--- src/rtl/sprite_blitter_if.sv ---
// Pixel-pipeline bundle shared by the VGA timing source, sprite ROM, palette and colour mixer.
interface sprite_blitter_if #(
  parameter int unsigned ADDR_W  = 10,
  parameter int unsigned IDX_W   = 3,
  parameter int unsigned SCALE_W = 3
);
  localparam int unsigned COORD_W = 10;
  localparam int unsigned CHAN_W  = 4;

  // Raster position from the VGA controller
  logic [COORD_W-1:0] DrawX;
  logic [COORD_W-1:0] DrawY;
  logic               blank;
  logic               frame_start;

  // Per-frame sprite configuration
  logic [COORD_W-1:0] pos_x;
  logic [COORD_W-1:0] pos_y;
  logic [SCALE_W-1:0] scale;
  logic               hflip;
  logic               enable;

  // Sprite ROM and palette
  logic [ADDR_W-1:0]  rom_address;
  logic [IDX_W-1:0]   rom_q;
  logic [IDX_W-1:0]   pal_index;
  logic [CHAN_W-1:0]  pal_red;
  logic [CHAN_W-1:0]  pal_green;
  logic [CHAN_W-1:0]  pal_blue;

  // Sprite colour toward the mixer
  logic [CHAN_W-1:0]  red;
  logic [CHAN_W-1:0]  green;
  logic [CHAN_W-1:0]  blue;
  logic               sprite_hit;

  // Blitter side
  modport slave (
    input  DrawX, DrawY, blank, frame_start,
    input  pos_x, pos_y, scale, hflip, enable,
    input  rom_q, pal_red, pal_green, pal_blue,
    output rom_address, pal_index,
    output red, green, blue, sprite_hit
  );

  // Raster / ROM / palette side
  modport master (
    output DrawX, DrawY, blank, frame_start,
    output pos_x, pos_y, scale, hflip, enable,
    output rom_q, pal_red, pal_green, pal_blue,
    input  rom_address, pal_index,
    input  red, green, blue, sprite_hit
  );
endinterface

--- src/rtl/sprite_blitter.sv ---
// ROM-backed palette sprite renderer: shadowed per-frame config, integer upscale,
// horizontal flip and transparent index, addressed with incremental counters only.
module sprite_blitter #(
  parameter int unsigned SPR_W      = 44,
  parameter int unsigned SPR_H      = 22,
  parameter int unsigned ADDR_W     = 10,
  parameter int unsigned IDX_W      = 3,
  parameter int unsigned SCALE_W    = 3,
  parameter int unsigned TRANSP_IDX = 0
) (
  input logic            vga_clk,
  input logic            reset,
  sprite_blitter_if.slave bus
);
  localparam int unsigned COORD_W = 10;
  localparam int unsigned BOX_W   = COORD_W + 1;
  localparam int unsigned CHAN_W  = 4;
  localparam int unsigned CX_W    = (SPR_W > 1) ? $clog2(SPR_W) : 1;
  localparam int unsigned RY_W    = (SPR_H > 1) ? $clog2(SPR_H) : 1;

  localparam logic [COORD_W-1:0] H_ACTIVE  = COORD_W'(640);
  localparam logic [COORD_W-1:0] V_ACTIVE  = COORD_W'(480);
  localparam logic [CX_W-1:0]    CX_LAST   = CX_W'(SPR_W - 1);
  localparam logic [RY_W-1:0]    RY_LAST   = RY_W'(SPR_H - 1);
  localparam logic [ADDR_W-1:0]  ROW_STEP  = ADDR_W'(SPR_W);
  localparam logic [SCALE_W-1:0] SCALE_ONE = SCALE_W'(1);
  localparam logic [IDX_W-1:0]   CLEAR_IDX = IDX_W'(TRANSP_IDX);

  // Shadow configuration
  logic [COORD_W-1:0] sh_pos_x, sh_pos_y;
  logic [SCALE_W-1:0] sh_scale;
  logic               sh_hflip, sh_en;

  // Effective configuration for the current cycle
  logic [COORD_W-1:0] cfg_pos_x, cfg_pos_y;
  logic [SCALE_W-1:0] cfg_scale, scale_last;
  logic               cfg_hflip, cfg_en;

  // Box decode
  logic [BOX_W-1:0]   x_end, y_end;
  logic               in_x, in_y, on_screen, in_box;

  // Texel counters: registered, effective (after same-cycle clears) and next
  logic [SCALE_W-1:0] sx_q, sx_cur, sx_d;
  logic [CX_W-1:0]    cx_q, cx_cur, cx_d;
  logic [SCALE_W-1:0] sy_q, sy_cur, sy_d;
  logic [RY_W-1:0]    ry_q, ry_cur, ry_d;
  logic [ADDR_W-1:0]  base_q, base_cur, base_d;
  logic               line_hit_q, line_hit_cur, line_hit_d;
  logic               col_clear, blank_fall;

  // Address and pixel pipeline
  logic [CX_W-1:0]    col;
  logic [ADDR_W-1:0]  rom_addr;
  logic               blank_q;
  logic               hit0, hit_q;
  logic [CHAN_W-1:0]  red_q, green_q, blue_q;
  logic               sprite_hit_q;

  // Latch configuration on frame_start; scale 0 is stored as 1
  always_ff @(posedge vga_clk or posedge reset) begin
    if (reset) begin
      sh_pos_x <= '0;
      sh_pos_y <= '0;
      sh_scale <= SCALE_ONE;
      sh_hflip <= 1'b0;
      sh_en    <= 1'b0;
    end else if (bus.frame_start) begin
      sh_pos_x <= bus.pos_x;
      sh_pos_y <= bus.pos_y;
      sh_scale <= (bus.scale == '0) ? SCALE_ONE : bus.scale;
      sh_hflip <= bus.hflip;
      sh_en    <= bus.enable;
    end
  end

  // New values already govern the frame_start cycle itself
  always_comb begin
    cfg_pos_x = sh_pos_x;
    cfg_pos_y = sh_pos_y;
    cfg_scale = sh_scale;
    cfg_hflip = sh_hflip;
    cfg_en    = sh_en;
    if (bus.frame_start) begin
      cfg_pos_x = bus.pos_x;
      cfg_pos_y = bus.pos_y;
      cfg_scale = (bus.scale == '0) ? SCALE_ONE : bus.scale;
      cfg_hflip = bus.hflip;
      cfg_en    = bus.enable;
    end
    scale_last = cfg_scale - SCALE_ONE;
  end

  // Box test, one bit wider than the raster so far edges cannot wrap
  always_comb begin
    x_end     = BOX_W'({1'b0, cfg_pos_x}) + BOX_W'(SPR_W) * BOX_W'(cfg_scale);
    y_end     = BOX_W'({1'b0, cfg_pos_y}) + BOX_W'(SPR_H) * BOX_W'(cfg_scale);
    in_x      = (bus.DrawX >= cfg_pos_x) && ({1'b0, bus.DrawX} < x_end);
    in_y      = (bus.DrawY >= cfg_pos_y) && ({1'b0, bus.DrawY} < y_end);
    on_screen = (bus.DrawX < H_ACTIVE) && (bus.DrawY < V_ACTIVE);
    in_box    = bus.blank && in_x && in_y && on_screen;
  end

  // Column counters: cleared at the box left edge, stepped on every in-box pixel
  always_comb begin
    col_clear = bus.frame_start || (bus.blank && (bus.DrawX == cfg_pos_x));
    sx_cur    = col_clear ? '0 : sx_q;
    cx_cur    = col_clear ? '0 : cx_q;
    sx_d      = sx_cur;
    cx_d      = cx_cur;
    if (in_box) begin
      if (sx_cur >= scale_last) begin
        sx_d = '0;
        cx_d = (cx_cur == CX_LAST) ? '0 : cx_cur + CX_W'(1);
      end else begin
        sx_d = sx_cur + SCALE_W'(1);
      end
    end
  end

  // Row counters: advance once per drawn line at the end of active video
  always_comb begin
    blank_fall   = blank_q && !bus.blank;
    sy_cur       = bus.frame_start ? '0 : sy_q;
    ry_cur       = bus.frame_start ? '0 : ry_q;
    base_cur     = bus.frame_start ? '0 : base_q;
    line_hit_cur = bus.frame_start ? 1'b0 : line_hit_q;
    sy_d         = sy_cur;
    ry_d         = ry_cur;
    base_d       = base_cur;
    line_hit_d   = line_hit_cur || in_box;
    if (blank_fall && line_hit_cur) begin
      line_hit_d = 1'b0;
      if (sy_cur >= scale_last) begin
        sy_d = '0;
        if (ry_cur != RY_LAST) begin
          ry_d   = ry_cur + RY_W'(1);
          base_d = base_cur + ROW_STEP;
        end
      end else begin
        sy_d = sy_cur + SCALE_W'(1);
      end
    end
  end

  // Counter and blank-history registers
  always_ff @(posedge vga_clk or posedge reset) begin
    if (reset) begin
      sx_q       <= '0;
      cx_q       <= '0;
      sy_q       <= '0;
      ry_q       <= '0;
      base_q     <= '0;
      line_hit_q <= 1'b0;
      blank_q    <= 1'b0;
    end else begin
      sx_q       <= sx_d;
      cx_q       <= cx_d;
      sy_q       <= sy_d;
      ry_q       <= ry_d;
      base_q     <= base_d;
      line_hit_q <= line_hit_d;
      blank_q    <= bus.blank;
    end
  end

  // Texel address: running row base plus (optionally mirrored) column
  always_comb begin
    col      = cfg_hflip ? (CX_LAST - cx_cur) : cx_cur;
    rom_addr = base_cur + ADDR_W'(col);
    hit0     = cfg_en && in_box;
  end

  assign bus.rom_address = rom_addr;
  assign bus.pal_index   = bus.rom_q;

  // Delay the hit flag to line up with ROM data
  always_ff @(posedge vga_clk or posedge reset) begin
    if (reset) begin
      hit_q <= 1'b0;
    end else begin
      hit_q <= hit0;
    end
  end

  // Output stage: opaque texels pass the palette colour, everything else is black
  always_ff @(posedge vga_clk or posedge reset) begin
    if (reset) begin
      red_q        <= '0;
      green_q      <= '0;
      blue_q       <= '0;
      sprite_hit_q <= 1'b0;
    end else if (hit_q && (bus.rom_q != CLEAR_IDX)) begin
      red_q        <= bus.pal_red;
      green_q      <= bus.pal_green;
      blue_q       <= bus.pal_blue;
      sprite_hit_q <= 1'b1;
    end else begin
      red_q        <= '0;
      green_q      <= '0;
      blue_q       <= '0;
      sprite_hit_q <= 1'b0;
    end
  end

  assign bus.red        = red_q;
  assign bus.green      = green_q;
  assign bus.blue       = blue_q;
  assign bus.sprite_hit = sprite_hit_q;
endmodule

--- src/flat_wrapper.sv ---
// flat-port wrapper written by rule: the top's interface ports become plain ports
module sprite_blitter_flat 
#(
  parameter int unsigned SPR_W      = 44,
  parameter int unsigned SPR_H      = 22,
  parameter int unsigned ADDR_W     = 10,
  parameter int unsigned IDX_W      = 3,
  parameter int unsigned SCALE_W    = 3,
  parameter int unsigned TRANSP_IDX = 0
)
  (vga_clk, reset, bus_DrawX, bus_DrawY, bus_blank, bus_frame_start, bus_pos_x, bus_pos_y, bus_scale, bus_hflip, bus_enable, bus_rom_q, bus_pal_red, bus_pal_green, bus_pal_blue, bus_rom_address, bus_pal_index, bus_red, bus_green, bus_blue, bus_sprite_hit);
  sprite_blitter_if #(.ADDR_W(ADDR_W), .IDX_W(IDX_W), .SCALE_W(SCALE_W)) bus_i ();
  input logic vga_clk;
  input logic reset;
  input wire logic [$bits(bus_i.DrawX)-1:0] bus_DrawX;
  input wire logic [$bits(bus_i.DrawY)-1:0] bus_DrawY;
  input wire logic [$bits(bus_i.blank)-1:0] bus_blank;
  input wire logic [$bits(bus_i.frame_start)-1:0] bus_frame_start;
  input wire logic [$bits(bus_i.pos_x)-1:0] bus_pos_x;
  input wire logic [$bits(bus_i.pos_y)-1:0] bus_pos_y;
  input wire logic [$bits(bus_i.scale)-1:0] bus_scale;
  input wire logic [$bits(bus_i.hflip)-1:0] bus_hflip;
  input wire logic [$bits(bus_i.enable)-1:0] bus_enable;
  input wire logic [$bits(bus_i.rom_q)-1:0] bus_rom_q;
  input wire logic [$bits(bus_i.pal_red)-1:0] bus_pal_red;
  input wire logic [$bits(bus_i.pal_green)-1:0] bus_pal_green;
  input wire logic [$bits(bus_i.pal_blue)-1:0] bus_pal_blue;
  output wire logic [$bits(bus_i.rom_address)-1:0] bus_rom_address;
  output wire logic [$bits(bus_i.pal_index)-1:0] bus_pal_index;
  output wire logic [$bits(bus_i.red)-1:0] bus_red;
  output wire logic [$bits(bus_i.green)-1:0] bus_green;
  output wire logic [$bits(bus_i.blue)-1:0] bus_blue;
  output wire logic [$bits(bus_i.sprite_hit)-1:0] bus_sprite_hit;
  assign bus_i.DrawX = bus_DrawX;
  assign bus_i.DrawY = bus_DrawY;
  assign bus_i.blank = bus_blank;
  assign bus_i.frame_start = bus_frame_start;
  assign bus_i.pos_x = bus_pos_x;
  assign bus_i.pos_y = bus_pos_y;
  assign bus_i.scale = bus_scale;
  assign bus_i.hflip = bus_hflip;
  assign bus_i.enable = bus_enable;
  assign bus_i.rom_q = bus_rom_q;
  assign bus_i.pal_red = bus_pal_red;
  assign bus_i.pal_green = bus_pal_green;
  assign bus_i.pal_blue = bus_pal_blue;
  assign bus_rom_address = bus_i.rom_address;
  assign bus_pal_index = bus_i.pal_index;
  assign bus_red = bus_i.red;
  assign bus_green = bus_i.green;
  assign bus_blue = bus_i.blue;
  assign bus_sprite_hit = bus_i.sprite_hit;
  sprite_blitter #(.SPR_W(SPR_W), .SPR_H(SPR_H), .ADDR_W(ADDR_W), .IDX_W(IDX_W), .SCALE_W(SCALE_W), .TRANSP_IDX(TRANSP_IDX)) u_core (.vga_clk(vga_clk), .reset(reset), .bus(bus_i));
endmodule
--- config.mk ---
export PLATFORM = sky130hd
export DESIGN_NAME = sprite_blitter_flat
export DESIGN_NICKNAME = d
export VERILOG_FILES = /design/src/rtl/sprite_blitter_if.sv /design/src/rtl/sprite_blitter.sv /design/src/flat_wrapper.sv
export SDC_FILE = /design/constraint.sdc
export NUM_CORES = 1
export LEC_CHECK = 0
export CAP_MARGIN = 15
export CORE_MARGIN = 2
export CORE_UTILIZATION = 25
export CTS_BUF_LIST = sky130_fd_sc_hd__clkbuf_16
export DETAILED_ROUTE_END_ITERATION = 12
export HOLD_SLACK_MARGIN = 0.06
export PLACE_DENSITY = 0.46
export SKIP_CTS_REPAIR_TIMING = 1
export SLEW_MARGIN = 10
export SYNTH_ARGS = -nofsm -noshare
export SYNTH_HDL_FRONTEND = slang
export SYNTH_SLANG_ARGS = --single-unit
--- constraint.sdc ---
create_clock -name vga_clk -period 6.3 [get_ports vga_clk]
set_input_delay 0.63 -clock vga_clk [delete_from_list [all_inputs] [get_ports vga_clk]]
set_output_delay 0.63 -clock vga_clk [all_outputs]
set_load 0.01 [all_outputs]
==> PnR_summary.wiki <==
{| class="wikitable"
! Metric !! Value
|-
| Result of the run || finished clean
|-
| Startpoint types || primary input
|-
| Final-report setup violation count || 0
|-
| Initial DRT Pass Iterations || 4
|-
| Routability-driven placement congestion ratio || 0.849
|-
| Fraction of met2 tracks used by global routing || 22.2%
|-
| Synthesis warning total || 0
|-
| Type of the tightest min-delay check || flip-flop to flip-flop
|-
| Placeable core region || 0.0201 mm²
|-
| Remaining max-slew budget at the tightest pin || 34.6%
|-
| Count of unique library cells instantiated by Yosys || 58
|-
| Worst hold path depth || 1
|-
| Initial antenna violation count || 0
|-
| Overall track demand over capacity in global routing || 13.2%
|-
| Count of unresolved DRC violations after routing || 0
|-
| GR peak layer || met2
|-
| Detail-routed net length per standard cell || 15.2 µm
|-
| Cell at the slowest stage of the critical path || clkdlybuf4s50_1
|-
| FMAX || 178 MHz
|-
| Depth of the CTS H-tree || 3
|-
| IO Port Bufs || 89
|-
| Final global-route overflow total || 0
|-
| Vertical die dimension || 146 µm
|-
| Synth top area share || 33.1%
|-
| Initial DRC Count || 135
|-
| Maximum ir drop on the vdd rail || 0.136 mV
|-
| Crit. End Element || output pin
|-
| Total number of vias || 3923
|-
| Grt met1 use || 16.8%
|-
| Top Ports || 90
|-
| Series of cell instances along the critical path || buf_2 -> buf_4 -> mux2i_1 -> ha_1 -> nand4_1 -> nor3_1 -> a21oi_1 -> buf_4 -> nand2_1 -> xnor2_1 -> ha_1 -> fa_1 -> a21o_1 -> a21oi_1 -> o21bai_1 -> a21oi_1 -> o21ai_0 -> a21oi_1 -> clkdlybuf4s50_1
|-
| Total clock sinks || 68
|-
| Routed via count divided by cell count || 4.48
|-
| Type of the worst setup path || primary input to output pin
|-
| Post-synthesis cell type with the largest combined area || dfrtp_1
|-
| Share of synthesized area occupied by flip-flops and latches || 33.6%
|-
| Netlist area before placement || 0.00507 mm²
|-
| TritonCTS clock tree || built
|-
| Total Power Consumption || 0.00162 W
|-
| Detailed placer's ending HPWL || 10500 µm
|-
| Initial Util || 25.2%
|-
| Worst-case clock buffer depth || 2
|-
| Root cell of the clock tree || clkbuf_16
|-
| Post-layout min period || 5610 ps
|-
| Fill cell total of the finished layout || 2041
|-
| Largest incremental delay on the critical path || 550 ps
|-
| Hold violation total from the final report || 0
|-
| Required time of the worst setup path || 5670 ps
|-
| Floorplan row count || 52
|-
| Area after DPL || 0.00627 mm²
|-
| Chip Width || 146 µm
|-
| Most frequent cell on the critical path || a21oi_1
|-
| Synthesis-stage register bit count || 68
|-
| Net count after synthesis || 656
|-
| Diode count || 0
|-
| Clock insertion delay at the later pin of the skew report || 350 ps
|-
| Final non-filler cell area || 0.00661 mm²
|-
| Vias in the first global route || 4249
|-
| Share of final-layout standard cells stronger than drive strength 1 || 6.60%
|-
| Antenna viol nets, final || 0
|-
| Number of max-cap violations || 0
|-
| Slew of the pin with the lowest slew margin || 981 ps
|-
| Post-layout util || 32.9%
|-
| Clock-pin slew on the worst setup and hold paths || 60 ps
|-
| Global-route wire length before repair || 22100 µm
|-
| Total power per unit cell area || 245 mW/mm²
|-
| RSZ-0062 raised after global routing || no
|-
| Static Leakage || 3.21 nW
|-
| Number of nets in the layout || 749
|-
| Area delta synth->final || 30.3%
|-
| Total wire length || 13300 µm
|-
| Syn avg cell area || 9.98 µm²
|-
| Cell types with the largest area share after synthesis || dfrtp_1 33%, ha_1 20%, mux2i_1 5.1%
|-
| Crit path max fanout || 15
|-
| Count of flip-flops with a built-in enable after synthesis || 0
|-
| R2R depth || 18
|-
| Number of buffers added by the clock tree synthesis step || 9
|-
| Flip-flop cell with the highest count after synthesis || dfrtp_1
|-
| Period utilisation layout || 89.1%
|-
| Met3 layer usage reported by global route || 1.75%
|-
| Data arrival at the endpoint of the critical path || 4980 ps
|-
| Post-synth ARST share || 100%
|-
| Syn Inst Count || 508
|-
| Pin count of the biggest net entering global routing || 69
|-
| Final TNS setup || 0 ps
|-
| Area of the die || 0.0214 mm²
|-
| Worst clock skew || 8.57 ps
|-
| Fin. max-slew vios || 0
|}
==> report_power, final <==
part	internal (W)	switching [W]
clock network	0.000386	0.000217
logic	0.000256	0.000302
registers	0.000455	0.00000447
==> layout make-up <==
class / instances / area, µm² / share of cell area (%)
inverters: 48 / 180 / 2.73
multi-input cells: 381 / 3130 / 47.4
repair buffers: 93 / 916 / 13.9
flip-flops and latches: 68 / 1700 / 25.8
clock inverters: 7 / 115 / 1.74
well taps: 270 / 338 / 5.11
clock buffers: 9 / 225 / 3.41
==> worst paths after layout <==
kind                            slack [ps]                    end          startpoint
max in group asynchronous             4750  u_core.bus.sprite_hit               reset
min in group asynchronous              850      u_core.bus.red[1]               reset
worst min register to register         450         u_core.sy_q[0]      u_core.sy_q[0]
worst max-delay path                   690     bus_rom_address[8]     bus_frame_start
worst min-delay path                   450         u_core.sy_q[0]      u_core.sy_q[0]
worst max register to register        1130         u_core.cx_q[5]  u_core.sh_scale[0]
==> registers in the layout (all words and copies together), names as in the netlist <==
signal / cells
u_core.bus.blue: 4
u_core.sy_q: 3
u_core.sh_scale: 3
u_core.sh_pos_y: 10
u_core.bus.red: 4
u_core.cx_q: 6
u_core.bus.sprite_hit: 1
u_core.blank_q: 1
u_core.sh_pos_x: 10
u_core.sh_en: 1
u_core.bus.green: 4
u_core.hit_q: 1
u_core.base_q: 10
u_core.ry_q: 5
u_core.sx_q: 3
u_core.sh_hflip: 1
u_core.line_hit_q: 1
==> synthesized netlist by cell type (all sizes together) (16+ instances only) <==
master   n
ha      80
inv     48
nor2    19
mux2i   26
dfrtp   67
xnor2   22
and2    16
o21ai   22
a21oi   23
nand2   33
==> routing by layer <==
layer  up-vias  part of all wire [%]
li1       1976                     -
met1      1862                    46
met2        66                    49
met3        19                   2.5
met4         0                   2.7
met5         -                     0
==> placed cells by master (no fill, tap or decap), types with 8 or more instances in the layout <==
cell type        count
a21o_1               8
a21oi_1             23
and2_1              16
clkbuf_16            9
clkdlybuf4s50_1     88
dfrtp_1             67
ha_1                80
inv_1               48
mux2i_1             26
nand2_1             33
nand2b_1            14
nand4_1             10
nor2_1              19
nor2b_1             13
o21ai_0             22
xnor2_1             22
xor2_1              14
==> through the flow <==
| step | hold WS, ps | setup slack [ps] | instances |
|---|---|---|---|
| 2_1_floorplan | 424 | 799 | 508 |
| 3_3_place_gp | 436 | 482 | 860 |
| 3_5_place_dp | 442 | 444 | 860 |
| 4_1_cts | 449 | 666 | 876 |
| 5_1_grt | 498 | 348 | 876 |
| 6_report | 453 | 688 | 876 |
==> logic make-up after synthesis <==
logic type / share of synthesized area, %
adders and majority gates: 21.3
AOI/OAI and AO/OA: 13.7
and+or+nand+nor: 14.1
buffers and inverters: 4.64
xor gates and xnor gates: 6.22
DFF: 33.6
muxes: 6.46
==> critical path, delay by kind of cell <==
family	cells	cell delay [ps]
adders and majority gates	3	820
and+or+nand+nor	3	540
xor gates and xnor gates	1	90
buffers and inverters	4	1400
muxes	1	360
AOI/OAI and AO/OA	7	1110
(Power assumes the default switching activity.)
